===== config.mk =====
export PLATFORM = sky130hd
export DESIGN_NAME = regfile_write_port
export DESIGN_NICKNAME = d
export VERILOG_FILES = /design/src/rtl/regfile_pkg.sv /design/src/rtl/regfile_wr_fifo.sv /design/src/rtl/regfile_write_port.sv
export SDC_FILE = /design/constraint.sdc
export NUM_CORES = 1
export LEC_CHECK = 0
export CAP_MARGIN = 20
export CORE_AREA = 2 2 413 415
export CTS_BUF_LIST = sky130_fd_sc_hd__clkbuf_4
export DETAILED_ROUTE_END_ITERATION = 6
export DIE_AREA = 0 0 415 417
export PLACE_DENSITY = 0.43
export SYNTH_ARGS = -nofsm -noshare
export SYNTH_HDL_FRONTEND = slang
export SYNTH_SLANG_ARGS = --single-unit

===== constraint.sdc =====
create_clock -name Clk -period 3.8 [get_ports Clk]
set_input_delay 0.57 -clock Clk [delete_from_list [all_inputs] [get_ports Clk]]
set_output_delay 0.57 -clock Clk [all_outputs]
set_load 0.05 [all_outputs]

===== src/rtl/regfile_pkg.sv =====
// Shared widths and the write-request record for the register-file write side.
package regfile_pkg;

  localparam int unsigned DATA_W   = 32;
  localparam int unsigned ADDR_W   = 5;
  localparam int unsigned NUM_REGS = 2 ** ADDR_W;
  localparam int unsigned ZERO_REG = 0;

  typedef struct packed {
    logic [ADDR_W-1:0] addr;
    logic [DATA_W-1:0] data;
  } wr_req_t;

endpackage


===== src/rtl/regfile_wr_fifo.sv =====
// In-order write-request queue; exposes every slot's address and valid bit
// so the owner can detect pending writes without draining the queue.
module regfile_wr_fifo
  import regfile_pkg::*;
#(
  parameter  int unsigned DEPTH = 2,
  localparam int unsigned PTR_W = $clog2(DEPTH),
  localparam int unsigned CNT_W = $clog2(DEPTH + 1)
) (
  input  logic                    clk,
  input  logic                    reset,
  input  logic                    push,
  input  wr_req_t                 push_req,
  input  logic                    pop,
  output wr_req_t                 head,
  output logic                    full,
  output logic                    empty,
  output logic [CNT_W-1:0]        count,
  output logic [DEPTH*ADDR_W-1:0] entry_addr,
  output logic [DEPTH-1:0]        entry_valid
);

  wr_req_t          mem [DEPTH];
  logic [PTR_W-1:0] wr_ptr;
  logic [PTR_W-1:0] rd_ptr;
  logic             do_push;
  logic             do_pop;

  assign full    = (count == CNT_W'(DEPTH));
  assign empty   = (count == '0);
  assign do_push = push && !full;
  assign do_pop  = pop && !empty;
  assign head    = mem[rd_ptr];

  // Pointer and occupancy bookkeeping; pointers wrap naturally at DEPTH.
  always_ff @(posedge clk) begin
    if (reset) begin
      wr_ptr <= '0;
      rd_ptr <= '0;
      count  <= '0;
    end else begin
      if (do_push) wr_ptr <= wr_ptr + PTR_W'(1);
      if (do_pop)  rd_ptr <= rd_ptr + PTR_W'(1);
      case ({do_push, do_pop})
        2'b10:   count <= count + CNT_W'(1);
        2'b01:   count <= count - CNT_W'(1);
        default: count <= count;
      endcase
    end
  end

  // Entry storage; contents of empty slots are never observed, so no reset.
  always_ff @(posedge clk) begin
    if (do_push) mem[wr_ptr] <= push_req;
  end

  // A slot is live when its distance from the read pointer is below count.
  always_comb begin
    entry_addr  = '0;
    entry_valid = '0;
    for (int unsigned i = 0; i < DEPTH; i++) begin
      entry_addr[i*ADDR_W +: ADDR_W] = mem[i].addr;
      entry_valid[i] = (CNT_W'(PTR_W'(PTR_W'(i) - rd_ptr)) < count);
    end
  end

endmodule


===== src/rtl/regfile_write_port.sv =====
// Write side of the 32x32 register file: queued writeback requests commit
// one per cycle into the storage registers, which are exported flat.
module regfile_write_port #(
  parameter  int unsigned DATA_W   = regfile_pkg::DATA_W,
  parameter  int unsigned ADDR_W   = regfile_pkg::ADDR_W,
  parameter  int unsigned DEPTH    = 2,
  localparam int unsigned NUM_REGS = 2 ** ADDR_W
) (
  input  logic                       Clk,
  input  logic                       Reset,
  input  logic                       WrValid,
  output logic                       WrReady,
  input  logic [ADDR_W-1:0]          WrAddr,
  input  logic [DATA_W-1:0]          WrData,
  input  logic                       Hold,
  input  logic [ADDR_W-1:0]          QueryAddr,
  output logic                       QueryPending,
  output logic                       Busy,
  output logic [NUM_REGS*DATA_W-1:0] Regs
);

  import regfile_pkg::*;

  localparam int unsigned CNT_W = $clog2(DEPTH + 1);

  // Register 0 reads as zero, so only registers 1..NUM_REGS-1 are stored.
  logic [DATA_W-1:0]       regs_q [1:NUM_REGS-1];
  logic [NUM_REGS-1:1]     we;
  wr_req_t                 push_req;
  wr_req_t                 head;
  logic                    full;
  logic                    empty;
  logic                    commit;
  logic [CNT_W-1:0]        count;
  logic [DEPTH*ADDR_W-1:0] entry_addr;
  logic [DEPTH-1:0]        entry_valid;

  assign push_req = '{addr: WrAddr, data: WrData};
  assign commit   = !empty && !Hold;
  assign WrReady  = !full;
  assign Busy     = (count != '0);

  regfile_wr_fifo #(.DEPTH(DEPTH)) u_fifo (
    .clk         (Clk),
    .reset       (Reset),
    .push        (WrValid),
    .push_req    (push_req),
    .pop         (commit),
    .head        (head),
    .full        (full),
    .empty       (empty),
    .count       (count),
    .entry_addr  (entry_addr),
    .entry_valid (entry_valid)
  );

  // Decode the committing head entry into per-register write enables.
  always_comb begin
    we = '0;
    for (int unsigned i = 1; i < NUM_REGS; i++) begin
      we[i] = commit && (head.addr == ADDR_W'(i));
    end
  end

  // Storage registers; reset clears everything already committed.
  always_ff @(posedge Clk) begin
    if (Reset) begin
      for (int unsigned i = 1; i < NUM_REGS; i++) regs_q[i] <= '0;
    end else begin
      for (int unsigned i = 1; i < NUM_REGS; i++) begin
        if (we[i]) regs_q[i] <= head.data;
      end
    end
  end

  // Flatten for the read mux; slot 0 is tied to zero.
  always_comb begin
    Regs = '0;
    for (int unsigned i = 1; i < NUM_REGS; i++) begin
      Regs[DATA_W*i +: DATA_W] = regs_q[i];
    end
  end

  // Hazard flag: any live queued write to the queried register.
  always_comb begin
    QueryPending = 1'b0;
    for (int unsigned i = 0; i < DEPTH; i++) begin
      if (entry_valid[i] && (entry_addr[i*ADDR_W +: ADDR_W] == QueryAddr)) begin
        QueryPending = 1'b1;
      end
    end
    if (QueryAddr == ADDR_W'(ZERO_REG)) QueryPending = 1'b0;
  end

endmodule


# Word level (Yosys, flattened, before mapping)
# Memory sizes are Yosys's and may differ from the RTL's. A register that Yosys moved wholly into a read port is not among the register bits.
# Cells that the tools add are included.
# totals
regBits	4
ramBits	1066
in_bits	46
out_inout_bits	1027
word_cells	257
n_memories	2
# classes
add_sub_neg	6
order_cmp	2
eq_ne	36
mux	134
n_bitwise	31
reduce_logical	43
# mem_list
memory	depth	width	rd	rd_clocked_by_memory_dff	wr	line_no	text
regs_q	31	32	31	0	31	regfile_write_port.sv:27	logic [DATA_W-1:0] regs_q [1:NUM_REGS-1];
u_fifo.mem	2	37	3	1	1	regfile_wr_fifo.sv:23	wr_req_t mem [DEPTH];
# op_table
cell	count
32-bit 2-to-1 mux	31
1-bit 2-to-1 mux	102
5-bit equality test (second input constant)	16
5-bit by 4-bit equality test with 1-bit output (second input constant)	8
1-bit logical AND	36
1-bit bitwise OR	31
5-bit by 3-bit equality test with 1-bit output (second input constant)	4
5-bit by 2-bit equality test with 1-bit output (second input constant)	2
5-bit equality test	2
5-bit by 1-bit equality test with 1-bit output (second input constant)	1
5-bit zero test	1
2-bit equality test (second input constant)	2
1-bit by 2-bit < comparator with 1-bit output	2
2-bit case mux with 2 select lines	1
2-bit nonzero test	2
1-bit zero test	3
1-bit adder (second input constant)	2
2-bit by 1-bit adder with 2-bit output (second input constant)	1
2-bit by 1-bit equality test with 1-bit output (second input constant)	1
2-bit zero test	1
1-bit subtractor (first input constant)	2
2-bit by 1-bit subtractor with 2-bit output (second input constant)	1

# Logic depth before layout (Yosys ltp)
# logic_depth
ltp_word	8
ltp_mapped	8

# Hierarchy
# A second synthesis with hierarchy kept.
# hier_totals
cells_unflattened	2474
hier_area_um2	41064.4
# modules_own_cells
module	n_inst	cells_per_inst	area_per_inst_um2	seq_area_each_um2
regfile_write_port	1	2319	38050.2	29788.6
regfile_wr_fifo	1	155	3014.1	2322.2

# Least setup slack after synthesis
# No wires, ideal clock.
# synth_path
kind	input to register
start	input port Hold
end	register, netlist name regs_q[0][640]
setup_time_ns	0.428
arrival_ns	2.983
t_required_ns	3.372
setup_slack_ns	0.389
cell_stages	6
n_path_buf	1
path_cell_list	o21bai_1 -> inv_1 -> and2_1 -> clkbuf_1 -> nand2_1 -> o21bai_1
# synth_rtl
element	line_no	text
start, declared	regfile_write_port.sv:15	input logic Hold,

==> metrics.csv <==
metric,value,unit
result of the run,completed,
die height,417,µm
maximum clock path buffer count,4,
drc violations,0,
GRT met3 Usage,6.87,%
pwr dens,587,mW/mm²
Ys Warns,0,
largest net degree at the start of global routing,97,
Final Net Count,3841,
Final setup viols,0,
Area Growth Syn to Fin,47.2,%
reg2reg path depth,4,
most frequent cell after synthesis,edfxtp_1,
die width,415,µm
Total Die Area,0.173,mm²
ratio of cells with drive above 1 in the final layout,18.1,%
port buffer count,1040,
dpl ws,327,ps
ys async rst share,0,%
Synth Cell Area,0.0389,mm²
top cell type by total area after synthesis,edfxtp_1,
fin. max-slew vios,0,
Area contributors post-synth,"edfxtp_1, nor2_1, nor3_1, clkbuf_1, mux2i_1",
total CTS buffers,325,
final period demand of the worst path,3450,ps
Pre-Repair DR Iteration Count,5,
CTS Sinks,1071,
fill count,16733,
GRT Max-Usage Layer,met2,
Final GP Congestion,0.780,
Rows,151,
post-CTS resize count,0,
Reg area,0.0321,mm²
Avg Inst Size Synth,15.5,µm²
final core occ,34.0,%
Clock transition at path regs,50,ps
Ports,1073,
Routed Antenna Nets,0,
Startpoint Class,flip-flop,
CTS tree,yes,
maximum VDD drop,0.350,mV
GRT overflow,0,
Final Instance Area,0.0573,mm²
Clock Tree Root,clkbuf_4,
Main synth FF type,edfxtp_1,
worst path arrival time,2880,ps
Slew @ Worst Pin,1020,ps
Hold Buf Count CTS,39,
Total GRT Usage,20.5,%
HP Class,in -> reg,
Overall Power,33.7,mW
"FF+latch count, synth",1071,
Final Skew,140,ps
CP max FO,6,
met1 GRT Util,22.8,%
DRT iter0 DRCs,2072,
part of the cycle the worst path needs,90.9,%
Rel. slew slack,32.0,%
CP Class,reg -> out,
via count,27351,
CP Data Required Time,3230,ps
Lkg Pwr,20.3,nW
register area share after synthesis,82.5,%
Skew-Pair Late Insertion Delay,1370,ps
GR Util met2,36.0,%
hold_ws,285,ps
DR vias/cell,4.39,
DP Area,0.0530,mm²
antenna violations before repair,20,
starting density of the core,23.1,%
Core ar.,0.169,mm²
Total Wirelength,183000,µm
setup bufs post-CTS,0,
Wirelength per Cell,29.3,µm
footprint of the multi-input gates,0.00643,mm²
Max-cap violations,0,
maximum clock frequency,0.290,GHz
Synth cell types,45,
post-synth top area share,82.2,%
final worst slack,346,ps
first-pass GRT wire length,242000,µm
Critical Path Sink Type,output port,
"Hold Vio Cnt, Final",0,
"EDFF count, synth",1066,
Hold Path Stages,3,
Post-Syn Instances,2518,
Synth top cells by count,"edfxtp_1, nor2_1, nor3_1",
DP HPWL,120000,µm
number of H-tree levels,5,
vias in the first global route,27522,
-- worst max-delay path: stages, from the launching register on --
cell and delay (ps):
edfxtp_1 470, xor2_1 200, nor4_1 340, o211ai_1 140
a21oi_1 260, buf_12 190
-- path summary, 6_finish.rpt --
path	end	slack, ps	startpoint
setup / recovery	QueryPending	350	u_fifo.mem[0][32]
hold reg to reg	u_fifo.rd_ptr	570	u_fifo.rd_ptr
setup reg to reg	regs_q[0][670]	890	u_fifo.mem[0][32]
hold / removal	u_fifo.count[0]	280	Reset
-- per-layer routing --
metal | share of wire [%] | wire length, µm
met5 | 0.021 | 39
met4 | 3.7 | 6710
met3 | 8.1 | 14800
met2 | 51 | 93700
met1 | 37 | 67400
-- sequential cells by signal, summed over array words and instances, names as in the netlist, named ones only --
name	flops
regs_q	992
u_fifo.count	2
u_fifo.mem	74
u_fifo.rd_ptr	1
u_fifo.wr_ptr	1
-- logic make-up after synthesis --
logic type / count (synthesis) / synth area share [%]
flip-flops: 1071 / 82.5
AND/OR/NAND/NOR: 1057 / 11.9
buffers and inverters: 294 / 3.44
AO/OA/AOI/OAI: 47 / 0.910
multiplexers: 33 / 0.862
XOR/XNOR: 14 / 0.315
adder cells (fa/ha/maj): 1 / 0.0321
other: 1 / 0.00964
-- metrics by stage --
stage / setup TNS, ps / instances
2_1_floorplan: 0 / 2549
3_3_place_gp: 0 / 5646
3_5_place_dp: 0 / 5646
4_1_cts: 0 / 6210
5_1_grt: -34.5 / 6223
6_report: 0 / 6225
-- power by group --
part	internal [mW]	switching, mW
sequential	13.7	0.300
combinational	1.86	6.80
clock	5.87	5.13
total	21.4	12.2
-- layout by cell type (no fill, tap or decap), types with 4 or more instances in the layout --
| cell type | count |
|---|---|
| xnor2_1 | 5 |
| edfxtp_1 | 1066 |
| nand2_1 | 11 |
| or4_1 | 5 |
| xor2_1 | 9 |
| clkbuf_4 | 471 |
| dlygate4sd3_1 | 39 |
| clkinv_1 | 40 |
| clkdlybuf4s50_1 | 1038 |
| buf_12 | 26 |
| mux2i_4 | 32 |
| clkinv_2 | 5 |
| nor3_2 | 19 |
| inv_2 | 5 |
| bufinv_16 | 4 |
| or4_2 | 5 |
| conb_1 | 32 |
| nand3b_1 | 8 |
| o21bai_4 | 29 |
| nor3_1 | 333 |
| nand3_2 | 5 |
| buf_4 | 103 |
| inv_1 | 5 |
| dfxtp_1 | 4 |
| nand2b_1 | 7 |
| nor2_1 | 648 |
| diode_2 | 15 |
-- area by class of cell --
type,count,share of cell area [%]
Multi-Input combinational cell,1184,11.2
Antenna cell,15,0.0655
Clock inverter,54,0.548
Inverter,5,0.0328
Timing Repair Buffer,1207,21.1
Tap cell,2218,4.84
Clock buffer,471,6.17
Sequential cell,1071,56.0
(Power assumes the default switching activity.)
==> edit (config.mk and constraints unchanged) <==
Change the package constant `DATA_W` from 32 to 48.
--- a/src/rtl/regfile_pkg.sv
+++ b/src/rtl/regfile_pkg.sv
@@ -1,7 +1,7 @@
 // Shared widths and the write-request record for the register-file write side.
 package regfile_pkg;
 
-  localparam int unsigned DATA_W   = 32;
+  localparam int unsigned DATA_W   = 48;
   localparam int unsigned ADDR_W   = 5;
   localparam int unsigned NUM_REGS = 2 ** ADDR_W;
   localparam int unsigned ZERO_REG = 0;
Interface: changed (resized Regs and WrData); port bits go from 1073 to 1601. No check against the original RTL was run, so the function may have changed too.
==> edit against the unedited design <==
- the run now fails in I/O pin placement
- area after synthesis rose by 48%
- synthesized cell count up 47%
==> edit: results (changes against the unedited design) <==
Yosys:
- In the synthesized netlist, the cells that appear most often are 1,594 x sky130_fd_sc_hd__edfxtp_1, 993 x sky130_fd_sc_hd__nor2_1, 483 x sky130_fd_sc_hd__nor3_1, 277 x sky130_fd_sc_hd__clkbuf_1, 55 x sky130_fd_sc_hd__buf_2.
- The share of flip-flops with an asynchronous set or reset after synthesis is 0 (unchanged).
- The portion of the post-synthesis area used by sequential elements came to 0.834 (+0.00856).
- The number of warning messages in the yosys log came to 0 (unchanged).
- Sorting the synthesized cells by area gives the leading types as sky130_fd_sc_hd__edfxtp_1 83%, sky130_fd_sc_hd__nor2_1 6.5%, sky130_fd_sc_hd__nor3_1 4.2%.
- The average size of a mapped cell is 15.6 µm² (+0.83%).
- The most used flip-flop cell after synthesis is sky130_fd_sc_hd__edfxtp_1.
- The number of flops mapped to enable cells by yosys came to 1,594 (+50%).
- The unique cell type count in the Yosys netlist is 46 (+2.2%).
- The synthesis-stage register bit count is 1,599 (+49%).

Outcome:
- The flow did not finish.
- The first error in the log reads "[ERROR PPL-0024] Number of IO pins (1601) exceeds maximum number of available positions (1504). Increase the die perimeter from 1664.00um to 2177.36um".
- The last stage reached is I/O pin placement.
[edit: logic make-up after synthesis]
kind of cell / share of synthesized area
other cells: 0.0000652
compound gates: 0.00646
simple gates: 0.115
mux: 0.00855
fa+ha+maj: 0.000217
xor+xnor: 0.00213
buf+inv: 0.0336
flops: 0.834
